==> config.mk <==
export PLATFORM = sky130hd
export DESIGN_NAME = one_to_four_demux_flat
export DESIGN_NICKNAME = d
export VERILOG_FILES = /design/src/rtl/one_to_four_demux_pkg.sv /design/src/rtl/one_to_four_demux_if.sv /design/src/rtl/one_to_four_demux_chan_reg.sv /design/src/rtl/one_to_four_demux.sv /design/src/flat_wrapper.sv
export SDC_FILE = /design/constraint.sdc
export NUM_CORES = 1
export LEC_CHECK = 0
export CORE_UTILIZATION = 40
export CTS_CLUSTER_SIZE = 10
export DETAILED_ROUTE_END_ITERATION = 10
export GPL_ROUTABILITY_DRIVEN = 0
export GPL_TIMING_DRIVEN = 0
export PLACE_DENSITY = 0.84
export SLEW_MARGIN = 20
export SYNTH_ARGS = -nofsm -noshare
export SYNTH_HDL_FRONTEND = slang
export SYNTH_SLANG_ARGS = --single-unit
==> constraint.sdc <==
create_clock -name clk -period 2 [get_ports clk]
set_input_delay 0.4 -clock clk [delete_from_list [all_inputs] [get_ports clk]]
set_output_delay 0.4 -clock clk [all_outputs]
set_load 0.02 [all_outputs]
==> src/rtl/one_to_four_demux_pkg.sv <==
// Shared constants and types for the 1-to-4 demux: channel count, pointer width, mode encodings.
package one_to_four_demux_pkg;

    localparam int unsigned CHAN_NUM = 4;
    localparam int unsigned PTR_W    = 2;

    typedef enum logic {
        MODE_FIXED = 1'b0,
        MODE_RR    = 1'b1
    } mode_e;

    // One-hot channel mask for a channel index.
    function automatic logic [CHAN_NUM-1:0] chan_onehot(input logic [PTR_W-1:0] idx);
        return CHAN_NUM'(1) << idx;
    endfunction

endpackage

==> src/rtl/one_to_four_demux_if.sv <==
// Input word handshake plus four output channels of the 1-to-4 demux.
interface one_to_four_demux_if #(
    parameter int unsigned WIDTH = 1
);
    logic [WIDTH-1:0] din;
    logic             din_valid;
    logic             din_ready;
    logic [1:0]       sel;
    logic             mode;
    logic [WIDTH-1:0] out1;
    logic [WIDTH-1:0] out2;
    logic [WIDTH-1:0] out3;
    logic [WIDTH-1:0] out4;
    logic [3:0]       out_valid;
    logic [3:0]       out_ready;
    logic [1:0]       cur_sel;

    modport master (
        output din, din_valid, sel, mode, out_ready,
        input  din_ready, out1, out2, out3, out4, out_valid, cur_sel
    );

    modport slave (
        input  din, din_valid, sel, mode, out_ready,
        output din_ready, out1, out2, out3, out4, out_valid, cur_sel
    );
endinterface

==> src/rtl/one_to_four_demux_chan_reg.sv <==
// One-entry holding register for a single demux output channel.
module demux_chan_reg #(
    parameter int unsigned WIDTH = 1
) (
    input  logic             clk,
    input  logic             rst_n,
    input  logic             i_load,
    input  logic [WIDTH-1:0] i_din,
    input  logic             i_ready,
    output logic [WIDTH-1:0] o_data,
    output logic             o_valid
);

    logic [WIDTH-1:0] r_data;
    logic             r_valid;

    // A load wins over a drain in the same cycle; data is held after a drain.
    always_ff @(posedge clk or negedge rst_n) begin
        if (!rst_n) begin
            r_data  <= '0;
            r_valid <= 1'b0;
        end else if (i_load) begin
            r_data  <= i_din;
            r_valid <= 1'b1;
        end else if (r_valid && i_ready) begin
            r_valid <= 1'b0;
        end
    end

    assign o_data  = r_data;
    assign o_valid = r_valid;

endmodule

==> src/rtl/one_to_four_demux.sv <==
// 1-to-4 demux: routes each accepted word to a channel chosen by sel (fixed) or a round-robin pointer.
module one_to_four_demux
    import one_to_four_demux_pkg::*;
#(
    parameter int unsigned WIDTH = 1
) (
    input logic                clk,
    input logic                rst_n,
    one_to_four_demux_if.slave bus
);

    logic [PTR_W-1:0]    r_rr_ptr;
    logic [PTR_W-1:0]    w_rr_ptr_nxt;
    logic [PTR_W-1:0]    w_cur_sel;
    logic                w_rr_mode;
    logic                w_din_ready;
    logic                w_accept;
    logic [CHAN_NUM-1:0] w_load;
    logic [CHAN_NUM-1:0] w_valid;
    logic [WIDTH-1:0]    w_data [CHAN_NUM];

    assign w_rr_mode   = (mode_e'(bus.mode) == MODE_RR);
    assign w_cur_sel   = w_rr_mode ? r_rr_ptr : bus.sel;
    assign w_din_ready = ~w_valid[w_cur_sel] | bus.out_ready[w_cur_sel];
    assign w_accept    = bus.din_valid & w_din_ready;
    assign w_load      = w_accept ? chan_onehot(w_cur_sel) : '0;

    // Pointer only moves on a round-robin accept; mode switches leave it untouched.
    always_comb begin
        w_rr_ptr_nxt = r_rr_ptr;
        if (w_accept && w_rr_mode) begin
            w_rr_ptr_nxt = r_rr_ptr + PTR_W'(1);
        end
    end

    always_ff @(posedge clk or negedge rst_n) begin
        if (!rst_n) begin
            r_rr_ptr <= '0;
        end else begin
            r_rr_ptr <= w_rr_ptr_nxt;
        end
    end

    for (genvar g = 0; g < CHAN_NUM; g++) begin : g_chan
        demux_chan_reg #(
            .WIDTH (WIDTH)
        ) u_chan (
            .clk     (clk),
            .rst_n   (rst_n),
            .i_load  (w_load[g]),
            .i_din   (bus.din),
            .i_ready (bus.out_ready[g]),
            .o_data  (w_data[g]),
            .o_valid (w_valid[g])
        );
    end

    assign bus.out1      = w_data[0];
    assign bus.out2      = w_data[1];
    assign bus.out3      = w_data[2];
    assign bus.out4      = w_data[3];
    assign bus.out_valid = w_valid;
    assign bus.cur_sel   = w_cur_sel;
    assign bus.din_ready = w_din_ready;

endmodule

==> src/flat_wrapper.sv <==
// flat-port wrapper written by rule: the top's interface ports become plain ports
module one_to_four_demux_flat import one_to_four_demux_pkg::*;
#(
    parameter int unsigned WIDTH = 1
)
  (clk, rst_n, bus_din, bus_din_valid, bus_sel, bus_mode, bus_out_ready, bus_din_ready, bus_out1, bus_out2, bus_out3, bus_out4, bus_out_valid, bus_cur_sel);
  one_to_four_demux_if #(.WIDTH(WIDTH)) bus_i ();
  input logic clk;
  input logic rst_n;
  input wire logic [$bits(bus_i.din)-1:0] bus_din;
  input wire logic [$bits(bus_i.din_valid)-1:0] bus_din_valid;
  input wire logic [$bits(bus_i.sel)-1:0] bus_sel;
  input wire logic [$bits(bus_i.mode)-1:0] bus_mode;
  input wire logic [$bits(bus_i.out_ready)-1:0] bus_out_ready;
  output wire logic [$bits(bus_i.din_ready)-1:0] bus_din_ready;
  output wire logic [$bits(bus_i.out1)-1:0] bus_out1;
  output wire logic [$bits(bus_i.out2)-1:0] bus_out2;
  output wire logic [$bits(bus_i.out3)-1:0] bus_out3;
  output wire logic [$bits(bus_i.out4)-1:0] bus_out4;
  output wire logic [$bits(bus_i.out_valid)-1:0] bus_out_valid;
  output wire logic [$bits(bus_i.cur_sel)-1:0] bus_cur_sel;
  assign bus_i.din = bus_din;
  assign bus_i.din_valid = bus_din_valid;
  assign bus_i.sel = bus_sel;
  assign bus_i.mode = bus_mode;
  assign bus_i.out_ready = bus_out_ready;
  assign bus_din_ready = bus_i.din_ready;
  assign bus_out1 = bus_i.out1;
  assign bus_out2 = bus_i.out2;
  assign bus_out3 = bus_i.out3;
  assign bus_out4 = bus_i.out4;
  assign bus_out_valid = bus_i.out_valid;
  assign bus_cur_sel = bus_i.cur_sel;
  one_to_four_demux #(.WIDTH(WIDTH)) u_core (.clk(clk), .rst_n(rst_n), .bus(bus_i));
endmodule
==> reports/metrics.csv, run 1 <==
stage,metric,value,unit
outcome,status,"finished, final reports clean",
place,place_ws,-0.851,ns
sta,worst_pin_slew,0.433,ns
grt,grt.total_usage,0.187,
synth,synth_common_cells,"dfrtp_1 (10), o21ai_0 (5), buf_4 (4), mux2_1 (4), nand2_1 (4)",
synth,async_flop_share,1.00,
synth,synth_area_leader_cell,dfrtp_1,
clock_network,clock_latency,0.26,ns
synth,synth_top_area_share,0.475,
drt,via_per_inst,5.01,
drt,routed_wire_length_per_instance,12.4,um
power_and_ir_drop,swShare,0.355,
run,drv_cap,0,
floorplan,ios,22,
synth,ys_seq_area_frac,0.475,
sta,max_freq,0.519,GHz
grt,grt_pass1_wl,1800,um
layout,final_cells,91,
power_and_ir_drop,p_leak,0.360,nW
clock_network,cts_buffers,3,
power_and_ir_drop,power_frac_comb,0.481,
synth,synth_area,527,um^2
place,placed_cells,85,
layout,fin_nets,89,
sta,setup_viol,0,
layout,n_antenna_cell,0,
critical_path,worstPathRequired,1.60,ns
grt,grt_overflow,0,
synth,yosysMostFrequentCell,dfrtp_1,
drt,drt-total-wl,1120,um
clock_network,tritoncts,built,
synth,ys_dominant_reg_cell,dfrtp_1,
floorplan,core-area,1170,um^2
synth,synthDistinctLibCells,19,
power_and_ir_drop,power_frac_clock,0.181,
power_and_ir_drop,totalPowerFinal,0.988,mW
grt,grt_pass1_vias,429,
sta,rsz0062_at_grt,no,
critical_path,worstReg2RegStart,u_core.r_rr_ptr[1]$_DFFE_PN0P_,
sta,period_needed,1.93,ns
floorplan,num_rows,12,
drt,drt-pass1-iter-count,3,
place,port_buffers,21,
floorplan,die_h,38.3,um
layout,area_growth,55.6,%
synth,synth.top_cells.by_area,"dfrtp_1 (48%), mux2_1 (8.6%), mux2i_1 (5.7%)",
sta,final.setup.tns,0,ns
power_and_ir_drop,p_seq_frac,0.338,
clock_network,clkTransAtPathRegs,0.07,ns
synth,yosysWarnings,0,
clock_network,cts.sinks,10,
clock_network,h-tree-depth,1,
sta,hold_viol_final,0,
critical_path,crit_fanout,7,
drt,drc,0,
synth,synthesis.nets,61,
floorplan,die-area,1470,um^2
sta,worst_slack,0.0743,ns
drt,postRouteAntennaNets,0,
critical_path,cp.arrival,1.53,ns
drt,vias,456,
grt,gr-usage-met3,0.0349,
grt,antenna_found_initial,0,
sta,slew_viol_final,0,
grt,grt_start_max_net_pins,11,
drt,first_iter_violations,4,
layout,drive_gt1_frac,0.234,
sta,relSlewSlack,0.711,
floorplan,initial_core_util,0.450,
grt,use_met2,0.280,
critical_path,crit_path_end_kind,output pin,
clock_network,postCtsHoldBufs,0,
power_and_ir_drop,power_density,1210,nW/um^2
critical_path,worstSetupPathType,input pin to output pin,
power_and_ir_drop,ir_worst_vdd,0.707,mV
clock_network,cts_max_path_buffers,2,
synth,netlist_instances,50,
grt,grt_busiest_layer,met2,
critical_path,timing.critical_path.from_type,input pin,
floorplan,die_width,38.3,um
sta,finalCritPeriodShare,0.963,
place,dp_hpwl,860,um
power_and_ir_drop,power_switching,0.351,mW
hold_path,min_path_type,input pin to asynchronous set/reset pin,
synth,synth-edff-count,0,
grt,grt_util_met1,0.233,
synth,synth_seq_cells,10,
critical_path,startpoint,bus_mode,
synth,synth_area_per_cell,10.5,um^2
sta,finClkSkew,0.00480,ns
power_and_ir_drop,p_int,0.638,mW
clock_network,cts-root-buf,clkbuf_4,
-- worst max-delay path, stage by stage --
cell	delay (ns)
clkdlybuf4s18_2	0.27
mux2i_4	0.31
buf_4	0.18
inv_2	0.07
clkdlybuf4s15_1	0.30
-- routing by layer --
layer / vias to the layer above / share of wire
met4: 0 / 0.054
met2: 21 / 0.46
met1: 201 / 0.43
met3: 6 / 0.059
li1: 228 / -
met5: - / 0
-- flip-flops by register name (all words and copies together) (netlist names) --
signal	cells
u_core.g_chan.u_chan.o_data	4
u_core.r_rr_ptr	2
u_core.g_chan.u_chan.o_valid	4
-- repair_timing --
item | in CTS | in global routing
gates resized for setup | 12 | 5
endpoints found under the setup margin | 3 | 2
buffers inserted | 2 | 0
-- area by class of cell --
type	count	area [um^2]
Multi-Input combinational cell	34	254
Buffer	4	30.0
Clock buffer	4	36.3
Sequential cell	10	250
Tap cell	14	17.5
Inverter	2	7.51
Fill cell	101	352
Timing Repair Buffer	23	224
-- cells by family after synthesis --
group | Yosys count | share of synthesized area
simple gates | 16 | 0.169
flops | 10 | 0.475
buf+inv | 6 | 0.0713
compound gates | 10 | 0.116
mux | 8 | 0.169
-- power groups by stage --
stage / sequential (mW) / combinational [mW] / clock (mW)
6_report: 0.334 / 0.475 / 0.179
2_1_floorplan: 0.376 / 0.208 / 0
4_1_cts: 0.334 / 0.473 / 0.183
3_3_place_gp: 0.328 / 0.454 / 0
5_1_grt: 0.342 / 0.514 / 0.192
3_5_place_dp: 0.331 / 0.457 / 0
-- cell usage in the layout, fill, tap and decap left out, drive strengths merged --
cell | netlist | final
clkdlybuf4s50 | 0 | 16
dfrtp | 10 | 10
buf | 4 | 7
o21ai | 5 | 5
nand2 | 4 | 4
mux2 | 4 | 4
clkbuf | 0 | 4
mux2i | 4 | 4
nand2b | 3 | 3
nand3 | 3 | 3
inv | 2 | 2
o21bai | 2 | 2
nor2b | 2 | 2
nor3 | 2 | 2
o31ai | 1 | 1
a21oi | 1 | 1
o2bb2ai | 1 | 1
nand4 | 1 | 1
and2 | 1 | 1
clkdlybuf4s18 | 0 | 1
dlymetal6s2s | 0 | 1
dlygate4sd2 | 0 | 1
clkdlybuf4s15 | 0 | 1
-- stage by stage --
stage / area (um^2) / hold slack (ns) / util
after floorplan: 527 / 0.104 / -
after global placement: 754 / 0.478 / 0.644
after detailed placement: 754 / 0.481 / 0.644
after CTS: 813 / 0.460 / 0.694
after global routing: 820 / 0.482 / 0.700
final: 820 / 0.441 / 0.700
-- worst paths after layout --
| path | end | slack, ns | cells past startpoint |
|---|---|---|---|
| worst max register to register | u_core.g_chan[0].u_chan.o_data$_DFFE_PN0P_ | 0.48 | 5 |
| max in group asynchronous | u_core.g_chan[1].u_chan.o_data$_DFFE_PN0P_ | 1.25 | 1 |
| min in group clk | u_core.g_chan[0].u_chan.o_data$_DFFE_PN0P_ | 0.50 | 1 |
| worst min register to register | u_core.g_chan[0].u_chan.o_data$_DFFE_PN0P_ | 0.50 | 1 |
| worst min-delay path | u_core.r_rr_ptr[1]$_DFFE_PN0P_ | 0.44 | 1 |
| worst max-delay path | bus_cur_sel[1] | 0.07 | 5 |
Power figures use the tool's default switching activity.
==> run 2, diff against run 1 <==
--- a/config.mk
+++ b/config.mk
@@ -5,7 +5,9 @@
 export SDC_FILE = /design/constraint.sdc
 export NUM_CORES = 1
 export LEC_CHECK = 0
+export CORE_MARGIN = 2
 export CORE_UTILIZATION = 40
+export CTS_BUF_LIST = sky130_fd_sc_hd__clkbuf_8
 export CTS_CLUSTER_SIZE = 10
 export DETAILED_ROUTE_END_ITERATION = 10
 export GPL_ROUTABILITY_DRIVEN = 0
==> run 2 against run 1 <==
Effect of this change: register-to-register slack improved by 0.02 ns; die area rose by 11%; highest routed layer is now met3; critical path depth rose by 1; worst setup slack got worse by 0.034 ns.
==> reports/metrics.csv, run 2 (synthesis gave the netlist of run 1 again) <==
stage,metric,value,unit,change
outcome,status,"finished, final reports clean",,
sta,finalCritPeriodShare,0.980,,+0.0170
power_and_ir_drop,power_density,1280,nW/um^2,+6.1%
grt,grt.total_usage,0.159,,-0.0277
floorplan,num_rows,13,,+1
clock_network,postCtsHoldBufs,0,,unchanged
floorplan,initial_core_util,0.415,,-0.0346
grt,antenna_found_initial,0,,unchanged
critical_path,timing.critical_path.from_type,input pin,,
layout,layout_commonest_cell,clkdlybuf4s50_1,,
drt,routed_wire_length_per_instance,12.9,um,+4.5%
power_and_ir_drop,p_leak,0.365,nW,+1.2%
drt,first_iter_violations,18,,+14
clock_network,cts_buffers,3,,unchanged
sta,worst_pin_slew,0.452,ns,+0.0193 ns
clock_network,clock_latency,0.23,ns,-0.03 ns
drt,via_per_inst,5.00,,-0.22%
place,port_buffers,21,,unchanged
drt,drt-total-wl,1190,um,+5.6%
clock_network,cts-root-buf,clkbuf_8,,
critical_path,crit_fanout,3,,-4
place,place_ws,-0.820,ns,+0.0308 ns
sta,worst_slack,0.0403,ns,-0.0340 ns
grt,grt_pass1_wl,1720,um,-4.6%
drt,drt-pass1-iter-count,4,,+1
place,dp_hpwl,833,um,-3.2%
critical_path,cp.arrival,1.56,ns,+0.03 ns
drt,drc,0,,unchanged
hold_path,min_path_type,input pin to asynchronous set/reset pin,,
layout,fin_util,0.659,,-0.0410
drt,vias,460,,+0.88%
sta,finClkSkew,0.00401,ns,-0.000792 ns
layout,final_cells,92,,+1.1%
floorplan,die_width,40.3,um,+5.2%
critical_path,worstPathRequired,1.60,ns,about the same
critical_path,cp_slowest_cell,clkdlybuf4s50_1,,
sta,holdWs,0.481,ns,+0.0399 ns
clock_network,tritoncts,built,,
grt,grt_overflow,0,,unchanged
layout,drive_gt1_frac,0.234,,unchanged
floorplan,die-area,1620,um^2,+11%
floorplan,ios,22,,unchanged
clock_network,cts.sinks,10,,unchanged
layout,area_growth,58.7,%,
sta,hold_viol_final,0,,unchanged
sta,relSlewSlack,0.698,,-0.0129
grt,grt_start_max_net_pins,11,,unchanged
floorplan,die_h,40.3,um,+5.2%
layout,fin_nets,89,,unchanged
sta,slew_viol_final,0,,unchanged
drt,postRouteAntennaNets,0,,unchanged
grt,grt_pass1_vias,420,,-2.1%
clock_network,clkTransAtPathRegs,0.05,ns,-0.02 ns
sta,max_freq,0.510,GHz,-1.7%
sta,period_needed,1.96,ns,+0.0340 ns
place,placed_cells,86,,+1.2%
power_and_ir_drop,ir_worst_vdd,0.866,mV,+22%
floorplan,core-area,1270,um^2,+8.3%
clock_network,h-tree-depth,1,,unchanged
layout,final_cell_mix,"clkdlybuf4s50_1 (16), dfrtp_1 (10), buf_4 (7)",,
layout,n_antenna_cell,0,,unchanged
sta,setup_viol,0,,unchanged
critical_path,crit_path_end_kind,output pin,,
clock_network,cts_max_path_buffers,2,,unchanged
critical_path,max_stage_delay,0.41,ns,+0.10 ns
critical_path,worstSetupPathType,input pin to output pin,,
sta,rsz0062_at_grt,no,,
critical_path,cp_cell_sequence,clkdlybuf4s50_1 -> nor2b_1 -> nand2_1 -> o21ai_0 -> mux2i_1 -> buf_4,,
run,drv_cap,0,,unchanged
[run 2: final timing paths]
path / to / cells after the start / start / slack [ns]
max in group asynchronous: u_core.g_chan[2].u_chan.o_data$_DFFE_PN0P_ / 1 / rst_n / 1.21
min in group clk: u_core.g_chan[0].u_chan.o_data$_DFFE_PN0P_ / 1 / u_core.g_chan[0].u_chan.o_data$_DFFE_PN0P_ / 0.48
worst min register to register: u_core.g_chan[0].u_chan.o_data$_DFFE_PN0P_ / 1 / u_core.g_chan[0].u_chan.o_data$_DFFE_PN0P_ / 0.48
worst max-delay path: bus_din_ready / 6 / bus_out_ready[0] / 0.04
worst min-delay path: u_core.g_chan[1].u_chan.o_valid$_DFFE_PN0P_ / 1 / rst_n / 0.48
worst max register to register: u_core.g_chan[0].u_chan.o_data$_DFFE_PN0P_ / 5 / u_core.r_rr_ptr[1]$_DFFE_PN0P_ / 0.50
[run 2: layout make-up]
cell class / instances / area, um^2
inverters: 2 / 7.51
clock buffers: 4 / 55.1
flip-flops and latches: 10 / 250
plain buffers: 4 / 30.0
fillers: 101 / 433
multi-input cells: 34 / 255
well taps: 15 / 18.8
repair buffers: 23 / 219
[run 2: stage by stage]
step	instance area [um^2]	TNS, ns	total power, mW
CTS	832	-0.00899	1.06
global placement	756	-2.41	0.781
floorplan	527	0	0.583
finish	836	0	1.07
global route	836	0	1.12
detailed placement	756	-2.37	0.788
[run 2: critical path: cells and delay by family]
| kind | cells | cell delay, ns |
|---|---|---|
| buffers and inverters | 2 | 0.58 |
| and+or+nand+nor | 2 | 0.31 |
| AOI/OAI and AO/OA | 1 | 0.14 |
| muxes | 1 | 0.12 |
[run 2: what timing repair did]
item | 4_1_cts | 5_1_grt
resized for setup | 11 | 4
pin swaps | 0 | 0
cloned | 0 | 0
endpoints found under the setup margin | 3 | 2
setup buffers | 2 | 0
endpoints found under the hold margin | 0 | 0
[run 2: per-layer routing]
metal	routed length, um	global-route usage	vias to the layer above
met2	582	0.230	19
met4	0	0.0750	0
met1	530	0.222	213
met5	0	0	-
met3	73	0.0389	0
li1	-	-	228
[run 2: where the power goes]
| group | switching, mW | internal, mW | total (mW) |
|---|---|---|---|
| Clock | 0.0816 | 0.173 | 0.255 |
| Combinational | 0.234 | 0.248 | 0.482 |
| Sequential | 0.0519 | 0.280 | 0.332 |
==> run 3, diff against run 2 <==
--- a/config.mk
+++ b/config.mk
@@ -5,14 +5,13 @@
 export SDC_FILE = /design/constraint.sdc
 export NUM_CORES = 1
 export LEC_CHECK = 0
-export CORE_MARGIN = 2
-export CORE_UTILIZATION = 40
+export CORE_AREA = 2 2 39 41
 export CTS_BUF_LIST = sky130_fd_sc_hd__clkbuf_8
 export CTS_CLUSTER_SIZE = 10
 export DETAILED_ROUTE_END_ITERATION = 10
-export GPL_ROUTABILITY_DRIVEN = 0
+export DIE_AREA = 0 0 41 43
 export GPL_TIMING_DRIVEN = 0
-export PLACE_DENSITY = 0.84
+export PLACE_DENSITY = 0.83
 export SLEW_MARGIN = 20
 export SYNTH_ARGS = -nofsm -noshare
 export SYNTH_HDL_FRONTEND = slang
==> run 3 against run 2 <==
Effect of this change: first-iteration DRC count down 83%; count of clock-buffer cells in the layout decreased by 1; final cell count is the same; global-route usage down 2.1 points; critical path type unchanged.
==> reports/metrics.csv, run 3 (synthesis gave the netlist of run 1 again) <==
stage,metric,value,unit,change
floorplan,num_rows,14,,+1
critical_path,cp_cell_sequence,clkdlybuf4s50_1 -> nor2b_1 -> nand2_1 -> o21ai_1 -> mux2i_1 -> buf_4,,
drt,via_per_inst,4.92,,-1.5%
grt,grt_start_max_net_pins,11,,unchanged
critical_path,cpLargestDelayFamily,buffers and inverters,,
power_and_ir_drop,p_int,0.658,mW,-6.2%
clock_network,cts_buffers,3,,unchanged
floorplan,die_h,43,um,+6.7%
drt,postRouteAntennaNets,0,,unchanged
drt,drc,0,,unchanged
power_and_ir_drop,swShare,0.343,,-0.000952
layout,area_growth,55.8,%,
drt,first_iter_violations,3,,-15
layout,n_antenna_cell,0,,unchanged
clock_network,tritoncts,built,,
sta,rsz0062_at_grt,no,,
critical_path,crit_path_end_kind,output pin,,
floorplan,initial_core_util,0.381,,-0.0345
sta,setup_viol,0,,unchanged
layout,drive_gt1_frac,0.224,,-0.0101
power_and_ir_drop,power_density,1220,nW/um^2,-4.6%
clock_network,cts-root-buf,clkbuf_8,,
place,port_buffers,21,,unchanged
floorplan,die_width,41,um,+1.8%
sta,worst_pin_slew,0.436,ns,-0.0166 ns
clock_network,cts.sinks,10,,unchanged
sta,final.setup.tns,0,ns,unchanged
grt,grt.total_usage,0.139,,-0.0205
grt,antenna_found_initial,0,,unchanged
critical_path,timing.critical_path.from_type,input pin,,
clock_network,h-tree-depth,1,,unchanged
sta,finalCritPeriodShare,0.937,,-0.0424
hold_path,min_path_type,input pin to asynchronous set/reset pin,,
sta,worst_slack,0.125,ns,+0.0848 ns
sta,hold_viol_final,0,,unchanged
power_and_ir_drop,p_seq_frac,0.331,,+0.021
grt,grt_pass1_wl,1550,um,-10%
sta,slew_viol_final,0,,unchanged
power_and_ir_drop,power_switching,0.343,mW,-6.6%
power_and_ir_drop,power_frac_comb,0.468,,+0.017
layout,layout_commonest_cell,clkdlybuf4s50_1,,
place,dp_hpwl,788,um,-5.4%
clock_network,clkTransAtPathRegs,0.04,ns,about the same
critical_path,worstSetupPathType,input pin to output pin,,
clock_network,clock_latency,0.23,ns,about the same
drt,routed_wire_length_per_instance,10.9,um,-16%
floorplan,ios,22,,unchanged
drt,drt-total-wl,999,um,-16%
critical_path,cp.arrival,1.47,ns,-0.09 ns
place,place_ws,-0.837,ns,-0.0162 ns
sta,max_freq,0.533,GHz,+4.5%
grt,grt_overflow,0,,unchanged
critical_path,worstPathRequired,1.60,ns,about the same
layout,fin_nets,89,,unchanged
critical_path,crit_fanout,3,,unchanged
grt,grt_pass1_vias,398,,-5.2%
critical_path,max_stage_delay,0.40,ns,about the same
drt,vias,453,,-1.5%
critical_path,worst-path-buf-inv,2,,unchanged
clock_network,cts_max_path_buffers,2,,unchanged
power_and_ir_drop,ir_worst_vdd,0.822,mV,-5.0%
power_and_ir_drop,power_frac_clock,0.201,,-0.037
layout,final_cell_mix,"clkdlybuf4s50_1 (16), dfrtp_1 (10), buf_4 (7)",,
drt,drt-pass1-iter-count,4,,unchanged
layout,fill_cells,116,,+15%
floorplan,die-area,1760,um^2,+8.6%
outcome,status,"finished, final reports clean",,
sta,finClkSkew,0.00127,ns,-0.00274 ns
critical_path,cp_slowest_cell,clkdlybuf4s50_1,,
power_and_ir_drop,p_leak,0.360,nW,-1.3%
run,drv_cap,0,,unchanged
sta,relSlewSlack,0.709,,+0.0111
place,gp_congestion,0.731,,
sta,period_needed,1.87,ns,-0.0848 ns
floorplan,core-area,1380,um^2,+9.1%
-- run 3: changes by cell type in the layout (fill, tap and decap cells not counted), sizes merged --
cell    previous run  this run
clkbuf             5         4
-- run 3: worst paths after layout --
path	start	to	slack (ns)	depth (start not counted)
max	bus_out_ready[0]	bus_din_ready	0.13	6
min	rst_n	u_core.g_chan[0].u_chan.o_valid$_DFFE_PN0P_	0.48	1
max reg2reg	u_core.r_rr_ptr[1]$_DFFE_PN0P_	u_core.g_chan[0].u_chan.o_data$_DFFE_PN0P_	0.51	5
min reg2reg	u_core.g_chan[0].u_chan.o_data$_DFFE_PN0P_	u_core.g_chan[0].u_chan.o_data$_DFFE_PN0P_	0.49	1
max in group asynchronous	rst_n	u_core.r_rr_ptr[0]$_DFFE_PN0P_	1.22	1
min in group clk	u_core.g_chan[0].u_chan.o_data$_DFFE_PN0P_	u_core.g_chan[0].u_chan.o_data$_DFFE_PN0P_	0.49	1
-- run 3: stage by stage --
step	std cells	power, mW	hold WS [ns]	utilization	instance area, um^2
6_report	92	1.00	0.476	0.593	821
5_1_grt	92	1.06	0.516	0.593	821
4_1_cts	92	1.01	0.485	0.593	821
3_5_place_dp	87	0.787	0.483	0.547	757
3_3_place_gp	87	0.781	0.479	0.547	757
2_1_floorplan	50	0.583	0.104	-	527
-- run 3: area by class of cell --
cell class / count / area, um^2 / area share
multi-input combinational: 34 / 251 / 0.306
timing repair buffer: 23 / 220 / 0.268
sequential: 10 / 250 / 0.305
tap: 16 / 20.0 / 0.0244
clock buffer: 3 / 41.3 / 0.0503
inverter: 2 / 7.51 / 0.00915
buffer: 4 / 30.0 / 0.0366
-- run 3: power groups by stage --
stage / clock network, mW / registers (mW) / logic [mW]
after floorplan: 0 / 0.376 / 0.208
final: 0.202 / 0.332 / 0.468
after global placement: 0 / 0.328 / 0.453
after global routing: 0.216 / 0.342 / 0.501
after detailed placement: 0 / 0.330 / 0.457
after CTS: 0.207 / 0.333 / 0.472
-- run 3: routing by layer --
metal | track usage | share of wire
met1 | 0.159 | 0.39
met2 | 0.194 | 0.45
met3 | 0.0471 | 0.12
met4 | 0.120 | 0.040
met5 | 0 | 0
-- run 3: what timing repair did --
action / CTS / global route
setup buffers: 2 / 0
hold buffers: 0 / 0
resized for setup: 13 / 3
setup endpoints to repair: 3 / 2
